===== src/rtl/if_stage_pkg.sv =====
// Shared definitions for the instruction-fetch stage.
// Holds the FSM state encoding, the NOP instruction word, the default
// reset PC and the PC alignment helper used by the redirect path.
package if_stage_pkg;

  typedef enum logic [1:0] {
    FETCH = 2'd0,
    HOLD  = 2'd1,
    DROP  = 2'd2
  } if_state_e;

  localparam logic [31:0] NOP_INSTR        = 32'h0000_0013;
  localparam logic [31:0] DEFAULT_RESET_PC = 32'h0000_0000;

  // Instructions are word aligned, so redirect targets drop their low bits.
  function automatic logic [31:0] align_pc(input logic [31:0] i_addr);
    return {i_addr[31:2], 2'b00};
  endfunction

endpackage


===== src/rtl/if_stage_pc_reg.sv =====
// Program counter register for the fetch stage.
// Ports:
//   clk, rst       clock and synchronous active-high reset
//   i_adv          advance PC by 4 (wraps modulo 2^32)
//   i_redir        load the aligned redirect target (wins over i_adv)
//   i_target       redirect address, low two bits ignored
//   o_pc           current PC
module pc_reg
  import if_stage_pkg::*;
#(
  parameter logic [31:0] RESET_PC = DEFAULT_RESET_PC
) (
  input  logic        clk,
  input  logic        rst,
  input  logic        i_adv,
  input  logic        i_redir,
  input  logic [31:0] i_target,
  output logic [31:0] o_pc
);

  logic [31:0] r_pc;

  always_ff @(posedge clk) begin
    if (rst) begin
      r_pc <= RESET_PC;
    end else if (i_redir) begin
      r_pc <= align_pc(i_target);
    end else if (i_adv) begin
      r_pc <= r_pc + 32'd4;
    end
  end

  assign o_pc = r_pc;

endmodule


===== src/rtl/if_stage.sv =====
// Instruction-fetch stage: issues one instruction-memory request at a time,
// buffers the returned word for decode, and handles branch redirects,
// including redirects that arrive while a request is still outstanding.
// Ports:
//   clk, rst                      clock, synchronous active-high reset
//   IsBranch, Branch_Target       redirect request and address
//   IM_Req, IM_Addr               instruction-memory request and address
//   IM_Ack, IM_Data               memory response strobe and word
//   Instr_Valid, Instr, Instr_PC  buffered instruction to decode
//   Instr_Ready                   decode accepts the buffered instruction
//
// state | meaning
// FETCH | request outstanding at PC, response will be buffered
// HOLD  | instruction buffered, waiting for decode to accept it
// DROP  | redirect seen mid-request; wait out the stale response
module if_stage
  import if_stage_pkg::*;
#(
  parameter logic [31:0] RESET_PC = DEFAULT_RESET_PC
) (
  input  logic        clk,
  input  logic        rst,
  input  logic        IsBranch,
  input  logic [31:0] Branch_Target,
  output logic        IM_Req,
  output logic [31:0] IM_Addr,
  input  logic        IM_Ack,
  input  logic [31:0] IM_Data,
  output logic        Instr_Valid,
  output logic [31:0] Instr,
  output logic [31:0] Instr_PC,
  input  logic        Instr_Ready
);

  if_state_e   r_state;
  if_state_e   w_next_state;
  logic        r_valid;
  logic [31:0] r_instr;
  logic [31:0] r_instr_pc;
  logic [31:0] r_pend;

  logic        w_adv;
  logic        w_redir;
  logic [31:0] w_redir_tgt;
  logic        w_capture;
  logic        w_discard;
  logic        w_pend_load;
  logic [31:0] w_pc;

  pc_reg #(
    .RESET_PC (RESET_PC)
  ) u_pc_reg (
    .clk      (clk),
    .rst      (rst),
    .i_adv    (w_adv),
    .i_redir  (w_redir),
    .i_target (w_redir_tgt),
    .o_pc     (w_pc)
  );

  always_ff @(posedge clk) begin
    if (rst) begin
      r_state <= FETCH;
    end else begin
      r_state <= w_next_state;
    end
  end

  always_comb begin
    w_next_state = r_state;
    w_adv        = 1'b0;
    w_redir      = 1'b0;
    w_redir_tgt  = Branch_Target;
    w_capture    = 1'b0;
    w_discard    = 1'b0;
    w_pend_load  = 1'b0;
    case (r_state)
      FETCH: begin
        if (IsBranch) begin
          if (IM_Ack) begin
            // Response lands with the redirect: drop it, refetch at target.
            w_redir = 1'b1;
          end else begin
            // Keep the request stable; park the target until the ack.
            w_pend_load  = 1'b1;
            w_next_state = DROP;
          end
        end else if (IM_Ack) begin
          w_capture    = 1'b1;
          w_next_state = HOLD;
        end
      end
      HOLD: begin
        if (IsBranch) begin
          w_redir      = 1'b1;
          w_discard    = 1'b1;
          w_next_state = FETCH;
        end else if (Instr_Ready) begin
          w_adv        = 1'b1;
          w_discard    = 1'b1;
          w_next_state = FETCH;
        end
      end
      DROP: begin
        if (IM_Ack) begin
          // A redirect in the ack cycle is newer than the parked target.
          w_redir      = 1'b1;
          w_redir_tgt  = IsBranch ? Branch_Target : r_pend;
          w_next_state = FETCH;
        end else if (IsBranch) begin
          w_pend_load = 1'b1;
        end
      end
      default: begin
        w_next_state = FETCH;
      end
    endcase
  end

  always_ff @(posedge clk) begin
    if (rst) begin
      r_valid    <= 1'b0;
      r_instr    <= NOP_INSTR;
      r_instr_pc <= 32'h0000_0000;
      r_pend     <= 32'h0000_0000;
    end else begin
      if (w_capture) begin
        r_valid    <= 1'b1;
        r_instr    <= IM_Data;
        r_instr_pc <= w_pc;
      end else if (w_discard) begin
        r_valid <= 1'b0;
        r_instr <= NOP_INSTR;
      end
      if (w_pend_load) begin
        r_pend <= align_pc(Branch_Target);
      end
    end
  end

  // Request and address come from state and the PC register only, so they
  // hold steady for the whole outstanding request.
  assign IM_Req      = (r_state != HOLD);
  assign IM_Addr     = w_pc;
  assign Instr_Valid = r_valid;
  assign Instr       = r_instr;
  assign Instr_PC    = r_instr_pc;

endmodule


===== config.mk =====
export PLATFORM = sky130hd
export DESIGN_NAME = if_stage
export DESIGN_NICKNAME = d
export VERILOG_FILES = /design/src/rtl/if_stage_pkg.sv /design/src/rtl/if_stage_pc_reg.sv /design/src/rtl/if_stage.sv
export SDC_FILE = /design/constraint.sdc
export NUM_CORES = 1
export LEC_CHECK = 0
export ABC_AREA = 0
export BUFFER_PORTS_ARGS = -buffer_cell sky130_fd_sc_hd__buf_2
export CORE_MARGIN = 5
export CORE_UTILIZATION = 35
export CTS_BUF_LIST = sky130_fd_sc_hd__clkbuf_4
export DETAILED_ROUTE_END_ITERATION = 8
export GPL_TIMING_DRIVEN = 0
export PLACE_DENSITY = 0.69
export SLEW_MARGIN = 15
export SYNTH_ARGS = -nofsm -noshare
export SYNTH_HDL_FRONTEND = slang
export SYNTH_SLANG_ARGS = --single-unit
export TNS_END_PERCENT = 100

===== constraint.sdc =====
create_clock -name clk -period 2.5 [get_ports clk]
set_input_delay 0.25 -clock clk [delete_from_list [all_inputs] [get_ports clk]]
set_output_delay 0.25 -clock clk [all_outputs]
set_load 0.05 [all_outputs]

==> summary.txt, run 1 <==
Status
  • Outcome: completed

Synth
  • Synthesized area: roughly 5400 um^2
  • Synth async-reset ratio: 0%
  • Yosys top cell area share: approximately 46%
  • Seq/Total Area, Yosys: 46.29%
  • Mapped Cells: 683
  • Synth top area cells: dfxtp_1, nand2_1, a21oi_1, a22oi_1, nor2_1
  • Ys flop type: dfxtp_1
  • Synth warn: 0
  • Mean area per synthesized cell: around 7.9 um^2
  • Yosys top cell by area: dfxtp_1
  • Synth Register Bits: between 100 and 150
  • Synth unique cells: 49
  • Post-synth EDFFs: 0

Die
  • Initial Util: roughly 36%
  • Num ports: 167
  • Die area: 18030 um^2
  • Cell Rows: 45
  • Core area: approximately 15000 um^2
  • Die W: around 130 um
  • Die height: 134.3 um

Critical path
  • Worst Path Arrival: ~2.7 ns
  • Cell Chain, Critical Path: ha_1 > nand4_1 > nor3_1 > nand4_1 > xor2_1 > a221oi_1
  • Worst-path cell with the longest stage delay: dfxtp_1
  • Setup CP Type: flop to flop
  • Buf/Inv on CP: 0
  • Max FO, Critical Path: 7
  • Endpoint type of the worst setup path: flop
  • Reg2Reg Setup Slack: roughly 0.3 ns
  • CP Data Required Time: between 2 and 3 ns
  • Largest delay share family, worst path: simple AND/OR/NAND/NOR gates
  • Startpoint types: flop
  • CP peak stage delay: 0.52 ns
  • Most used cell, CP: nand4_1

Power
  • IR drop worst, VDD: 0.2723 mV
  • Leakage power: a little over 3 nW
  • Pwr Total: roughly 0.0045 W
  • Power density over the cells: between 600 and 700 nW/um^2

Drt
  • DR WL/cell: between 15 and 20 um
  • Pre-antenna DRT Iters: 7
  • Detailed Route WL: 18180 um
  • Initial drt markers: approximately 550
  • Antenna-violating nets left: 0
  • Vias: 5778
  • Drt drc: 0
  • Drt via density: approximately 5

Layout
  • Ratio of cells with drive above 1 in the final layout: 23.67%
  • Final Cell Area: approximately 7400 um^2
  • Final net count: around 1000
  • Finished Layout Cells: around 1100
  • Syn-to-layout area delta: 35.96%

Timing
  • Fin Setup TNS: 0 ns
  • Period utilization: between 80% and 90%
  • Maximum clock frequency: between 400 and 500 MHz
  • Final setup fails: 0
  • Relative slew slack: between 30% and 40%
  • Clock skew: roughly 0.017 ns
  • Final hold vios: 0
  • Final Max Tran Viols: 0
  • Fin Hold WS: ~0.055 ns
  • RSZ-0062 raised after global routing: false
  • Slew @ Worst Pin: 1.005 ns
  • Tmin final: about 2.2 ns

Clocking
  • Setup bufs post-CTS: 0
  • Root buf cell: clkbuf_4
  • H-tree levels: 4
  • CTS tree: yes
  • Post_cts resized: 0
  • Total CTS buffers: 17
  • CTS max path bufs: 2
  • Hold Buf Count CTS: between 60 and 70
  • Clock sink count: approximately 130
  • Clock slew at reported path FFs: 0.11 ns
  • Clock latency on the worst-skew pair: 0.53 ns

Global routing
  • Global-route wire length before repair: around 29000 um
  • Number of antenna violations at the first check in global routing: 1
  • Total gr overflow: 0
  • GR Util All Layers: 20.05%
  • Largest net degree at the start of global routing: 17
  • Vias in the first global route: 5355

Placed design
  • Placer Congestion: between 0.9 and 1
  • DP Area: between 6000 and 7000 um^2
  • Dpl cells: 1033
  • Port bufs: about 160
  • Post-DP HPWL: ~13000 um

Hold path
  • HP Class: primary input to flop

Job
  • Max-Cap Viols: 0
==> tightest hold or removal path, stage by stage <==
cell and delay [ns]:
buf_2 0.12, or3_1 0.11, a21oi_1 0.05
==> worst paths after layout <==
check | from | end | depth (start not counted)
max | u_pc_reg.o_pc[2]$_SDFFE_PP0P_ | u_pc_reg.o_pc[26]$_SDFFE_PP0P_ | 6
min | Instr_Ready | r_state[0]$_SDFFE_PP0P_ | 3
max reg2reg | u_pc_reg.o_pc[2]$_SDFFE_PP0P_ | u_pc_reg.o_pc[26]$_SDFFE_PP0P_ | 6
min reg2reg | Instr_PC[8]$_SDFFE_PP0N_ | Instr_PC[8]$_SDFFE_PP0N_ | 2
==> layout make-up <==
class / count / area, um^2
inverter: 3 / 11.26
tap: 188 / 235.2
sequential: 125 / 2502
buffer: 56 / 249.0
fill: 1507 / 7851
multi-input combinational: 502 / 2655
timing repair buffer: 222 / 1426
clock buffer: 19 / 142.6
clock inverter: 11 / 126.4
antenna: 1 / 2.502
==> cell families (layout without fill, tap and decap cells) <==
logic type / Yosys count / after routing / synth area share, %
and+or+nand+nor: 310 / 310 / 26.01
AOI/OAI and AO/OA: 170 / 170 / 19.83
DFF: 125 / 125 / 46.29
buffers and inverters: 59 / 311 / 4.814
xor gates and xnor gates: 17 / 17 / 2.754
adders and majority gates: 1 / 1 / 0.2314
other: 1 / 5 / 0.06936
==> layer usage <==
metal / global-route usage [%] / part of all wire, % / vias up
li1: - / - / 2871
met1: 26.80 / 44 / 2631
met2: 30.89 / 46 / 230
met3: 4.689 / 5.9 / 46
met4: 8.937 / 3.6 / 0
met5: 0 / 0 / -
==> synthesized netlist by cell type, types with 2 or more instances <==
master,number
nor4bb_1,2
nor2_1,47
nand2_1,184
nand3_1,18
a311oi_1,4
nor4_1,2
nor3_1,9
and2_1,3
a211oi_1,3
nand4_1,14
o21ai_0,5
nand2b_1,5
xor2_1,14
clkbuf_1,35
nor3_2,2
a221oi_1,9
dfxtp_1,125
a31oi_1,8
a31o_2,2
nand4bb_1,2
o22ai_1,3
a221oi_2,3
buf_4,5
xnor2_1,3
a21oi_1,93
a22oi_1,29
and3_1,4
inv_1,3
a211o_1,4
or3_1,7
nand3_2,2
buf_2,15
o31ai_1,3
==> layout by cell type, fill, tap and decap left out, types with 14 or more instances in the layout <==
cell           Yosys  layout
buf_2             15     174
nand2_1          184     184
a22oi_1           29      29
dfxtp_1          125     125
nand4_1           14      14
nor2_1            47      47
a21oi_1           93      93
clkbuf_4           0      19
clkbuf_1          35      35
nand3_1           18      18
dlygate4sd3_1      0      63
xor2_1            14      14
==> per-stage QoR <==
stage	util, %	setup slack, ns
global placement	42.42	0.2469
floorplan	-	0.3305
finish	48.35	0.2925
detailed placement	42.42	0.1924
global route	48.35	0.05705
CTS	48.34	0.3061
==> registers in the layout (all words and copies together), names as in the netlist <==
| register | count |
|---|---|
| r_pend | 30 |
| Instr | 32 |
| Instr_PC | 30 |
| Instr_Valid | 1 |
| u_pc_reg.o_pc | 30 |
| r_state | 2 |
==> where the power goes <==
group	switching [W]	total [W]	internal, W
clock network	0.000699	0.00139	0.000686
logic	0.000650	0.000951	0.000301
registers	0.000108	0.00220	0.00210
No activity file was read; power rests on OpenSTA's default activity.
==> inputs of run 2 (changes only) <==
--- a/config.mk
+++ b/config.mk
@@ -13,6 +13,7 @@
 export DETAILED_ROUTE_END_ITERATION = 8
 export GPL_TIMING_DRIVEN = 0
 export PLACE_DENSITY = 0.69
+export SETUP_SLACK_MARGIN = 0.5
 export SLEW_MARGIN = 15
 export SYNTH_ARGS = -nofsm -noshare
 export SYNTH_HDL_FRONTEND = slang
==> run 2 against run 1 <==
Compared with the run above:
- sequential share of layout area shrank 0.18 points
- clock power decreased by 13%
- clock skew shrank 0.0021 ns
- die area is the same
- total power is 3.5% lower
- global-route usage is essentially flat
- wire length rose by 0.88%
- non-clock buffer count increased by 5
- worst setup slack improved by 0.28 ns
==> summary.txt, run 2 (synthesis results as in run 1) <==
Power
  • Pwr Total: 0.004383 W (-3.5%)
  • Power density over the cells: 589.9 nW/um^2 (-4.5%)
  • Leakage power: 3.115 nW (+1.3%)
  • IR drop worst, VDD: 0.2576 mV (-5.4%)

Clocking
  • Clock latency on the worst-skew pair: 0.55 ns (+0.02 ns)
  • Root buf cell: clkbuf_4
  • Total CTS buffers: 17 (unchanged)
  • H-tree levels: 4 (unchanged)
  • Clock sink count: 125 (unchanged)
  • CTS tree: yes
  • CTS max path bufs: 2 (unchanged)
  • Clock slew at reported path FFs: 0.11 ns (about the same)

Layout
  • Final net count: 1002 (+0.50%)
  • Final core utilization: 48.87% (+0.52 points)
  • Finished Layout Cells: 1133 (+0.53%)
  • Max FFs per register: 32 (unchanged)
  • Register area: 2516 um^2 (+0.55%)
  • Multi-input logic area: 2704 um^2 (+1.8%)
  • Most common cell after layout, fill and taps aside: nand2_1
  • Ratio of cells with drive above 1 in the final layout: 26.27% (+2.6 points)
  • Commonest cells after routing, fill and taps aside: nand2_1, buf_2, dfxtp_1, a21oi_1, dlygate4sd3_1
  • Layout fillers: 1504 (-0.20%)
  • Syn-to-layout area delta: 37.42%

Global routing
  • Global-route wire length before repair: 28350 um (-1.1%)
  • M1 GR Usage: 25.80% (-1.0 points)
  • Global-route met3 utilization: 4.389% (-0.30 points)
  • Total gr overflow: 0 (unchanged)
  • Largest net degree at the start of global routing: 17 (unchanged)
  • Grt met2 use: 31.96% (+1.1 points)
  • Number of antenna violations at the first check in global routing: 1 (unchanged)
  • Vias in the first global route: 5355 (unchanged)
  • GRT busiest layer: met2
  • GR Util All Layers: 20.01% (-0.039 points)

Timing
  • Final Max Tran Viols: 0 (unchanged)
  • Tmin final: 1.926 ns (-0.2813 ns)
  • Maximum clock frequency: 519.2 MHz (+15%)
  • Relative slew slack: 55.58% (+23 points)
  • Period utilization: 77.05% (-11 points)
  • Clock skew: 0.01527 ns (-0.002136 ns)
  • Final setup fails: 0 (unchanged)
  • Final hold vios: 0 (unchanged)
  • Fin Setup TNS: 0 ns (unchanged)
  • RSZ-0062 raised after global routing: true
  • Slew @ Worst Pin: 0.6664 ns (-0.3383 ns)

Critical path
  • Crit path launch: r_state[1]$_SDFFE_PP0P_
  • Setup CP Type: flop to flop
  • Startpoint types: flop
  • Endpoint type of the worst setup path: flop
  • R2R Path Start: r_state[1]$_SDFFE_PP0P_
  • Max FO, Critical Path: 10 (+3)
  • Worst Path Arrival: 2.38 ns (-0.27 ns)
  • Reg2reg path depth: 6 (unchanged)
  • Critical R2R Capture: u_pc_reg.o_pc[10]$_SDFFE_PP0P_
  • CP Data Required Time: 2.95 ns (about the same)
  • Reg2Reg Setup Slack: 0.57 ns (+0.28 ns)

Placed design
  • Dpl cells: 1033 (unchanged)
  • Port bufs: 159 (unchanged)
  • Post-DP HPWL: 13400 um (+0.82%)
  • Placer Congestion: 0.9296 (-0.25%)

Status
  • Outcome: completed

Die
  • Die height: 134.3 um (unchanged)
  • Cell Rows: 45 (unchanged)
  • Initial Util: 35.56% (unchanged)
  • Die area: 18030 um^2 (unchanged)
  • Core area: 15200 um^2 (unchanged)
  • Die W: 134.3 um (unchanged)
  • Num ports: 167 (unchanged)

Drt
  • Antenna-violating nets left: 0 (unchanged)
  • Drt via density: 5.102 (-0.48%)
  • Vias: 5781 (+0.052%)
  • DR WL/cell: 16.19 um (+0.35%)
  • Detailed Route WL: 18340 um (+0.88%)
  • Pre-antenna DRT Iters: 5 (-2)
  • Initial drt markers: 381 (-30%)
  • Drt drc: 0 (unchanged)

Hold path
  • Hold Path Depth: 4 (+1)
  • HP Class: primary input to flop
  • Hold Crit Start: IsBranch
  • Hold EP: u_pc_reg.o_pc[13]$_SDFFE_PP0P_

Job
  • Max-Cap Viols: 0 (unchanged)
run 2: cell count changes in the layout (fill, tap and decap cells not counted), moves of 7 or more:
cell	before	now
dfxtp_1	125	114
buf_4	5	12
buf_2	174	167
dfxtp_2	0	11
run 2: layout make-up:
cell class              count  area share [%]
inverters                   3          0.1516
well taps                 188           3.166
clock buffers              19           1.920
clock inverters            12           1.078
repair buffers            227           19.74
multi-input cells         502           36.39
plain buffers              56           3.654
flip-flops and latches    125           33.87
diodes                      1         0.03368
run 2: worst max path at each step:
stage	endpoint	slack, ns
finish	u_pc_reg.o_pc[10]$_SDFFE_PP0P_	0.57
global route	u_pc_reg.o_pc[14]$_SDFFE_PP0P_	0.46
CTS	u_pc_reg.o_pc[14]$_SDFFE_PP0P_	0.50
detailed placement	Instr[27]$_SDFFE_PP0P_	0.19
global placement	Instr[22]$_SDFFE_PP0P_	0.24
floorplan	u_pc_reg.o_pc[26]$_SDFFE_PP0P_	0.50
run 2: worst max-delay path, stage by stage, from the launching register on:
cell and delay (ns):
dfxtp_1 0.41, buf_4 0.21, nor2_2 0.10, a221oi_2 0.49, nand3_1 0.16, xor2_1 0.18, a221oi_1 0.27
run 2: per-stage QoR:
| step | setup WS [ns] | hold slack [ns] | instance area [um^2] |
|---|---|---|---|
| after global placement | 0.2431 | 0.4399 | 6461 |
| after floorplan | 0.4989 | 0.3287 | 5430 |
| after global routing | 0.4573 | 0.2284 | 7430 |
| after CTS | 0.4996 | 0.1587 | 7346 |
| after detailed placement | 0.1921 | 0.4461 | 6461 |
| final | 0.5739 | 0.2032 | 7430 |
run 2: where the power goes:
part | total, W | switching (W) | internal, W
Combinational | 0.000963 | 0.000653 | 0.000310
Clock | 0.00121 | 0.000730 | 0.000481
Sequential | 0.00221 | 0.000109 | 0.00210
Total | 0.00438 | 0.00149 | 0.00289
run 2: what timing repair did:
action,CTS,global route
gates cloned,0,0
hold endpoints to repair,76,0
setup endpoints to repair,69,40
resized for setup,5,25
pin swaps,0,2
hold buffers,64,0
buffers inserted,0,4
run 2: metal layers:
| metal | vias to the layer above | share of wire, % |
|---|---|---|
| met5 | - | 0 |
| met4 | 0 | 3.7 |
| met3 | 49 | 6.4 |
| met2 | 219 | 47 |
| met1 | 2641 | 43 |
| li1 | 2872 | - |
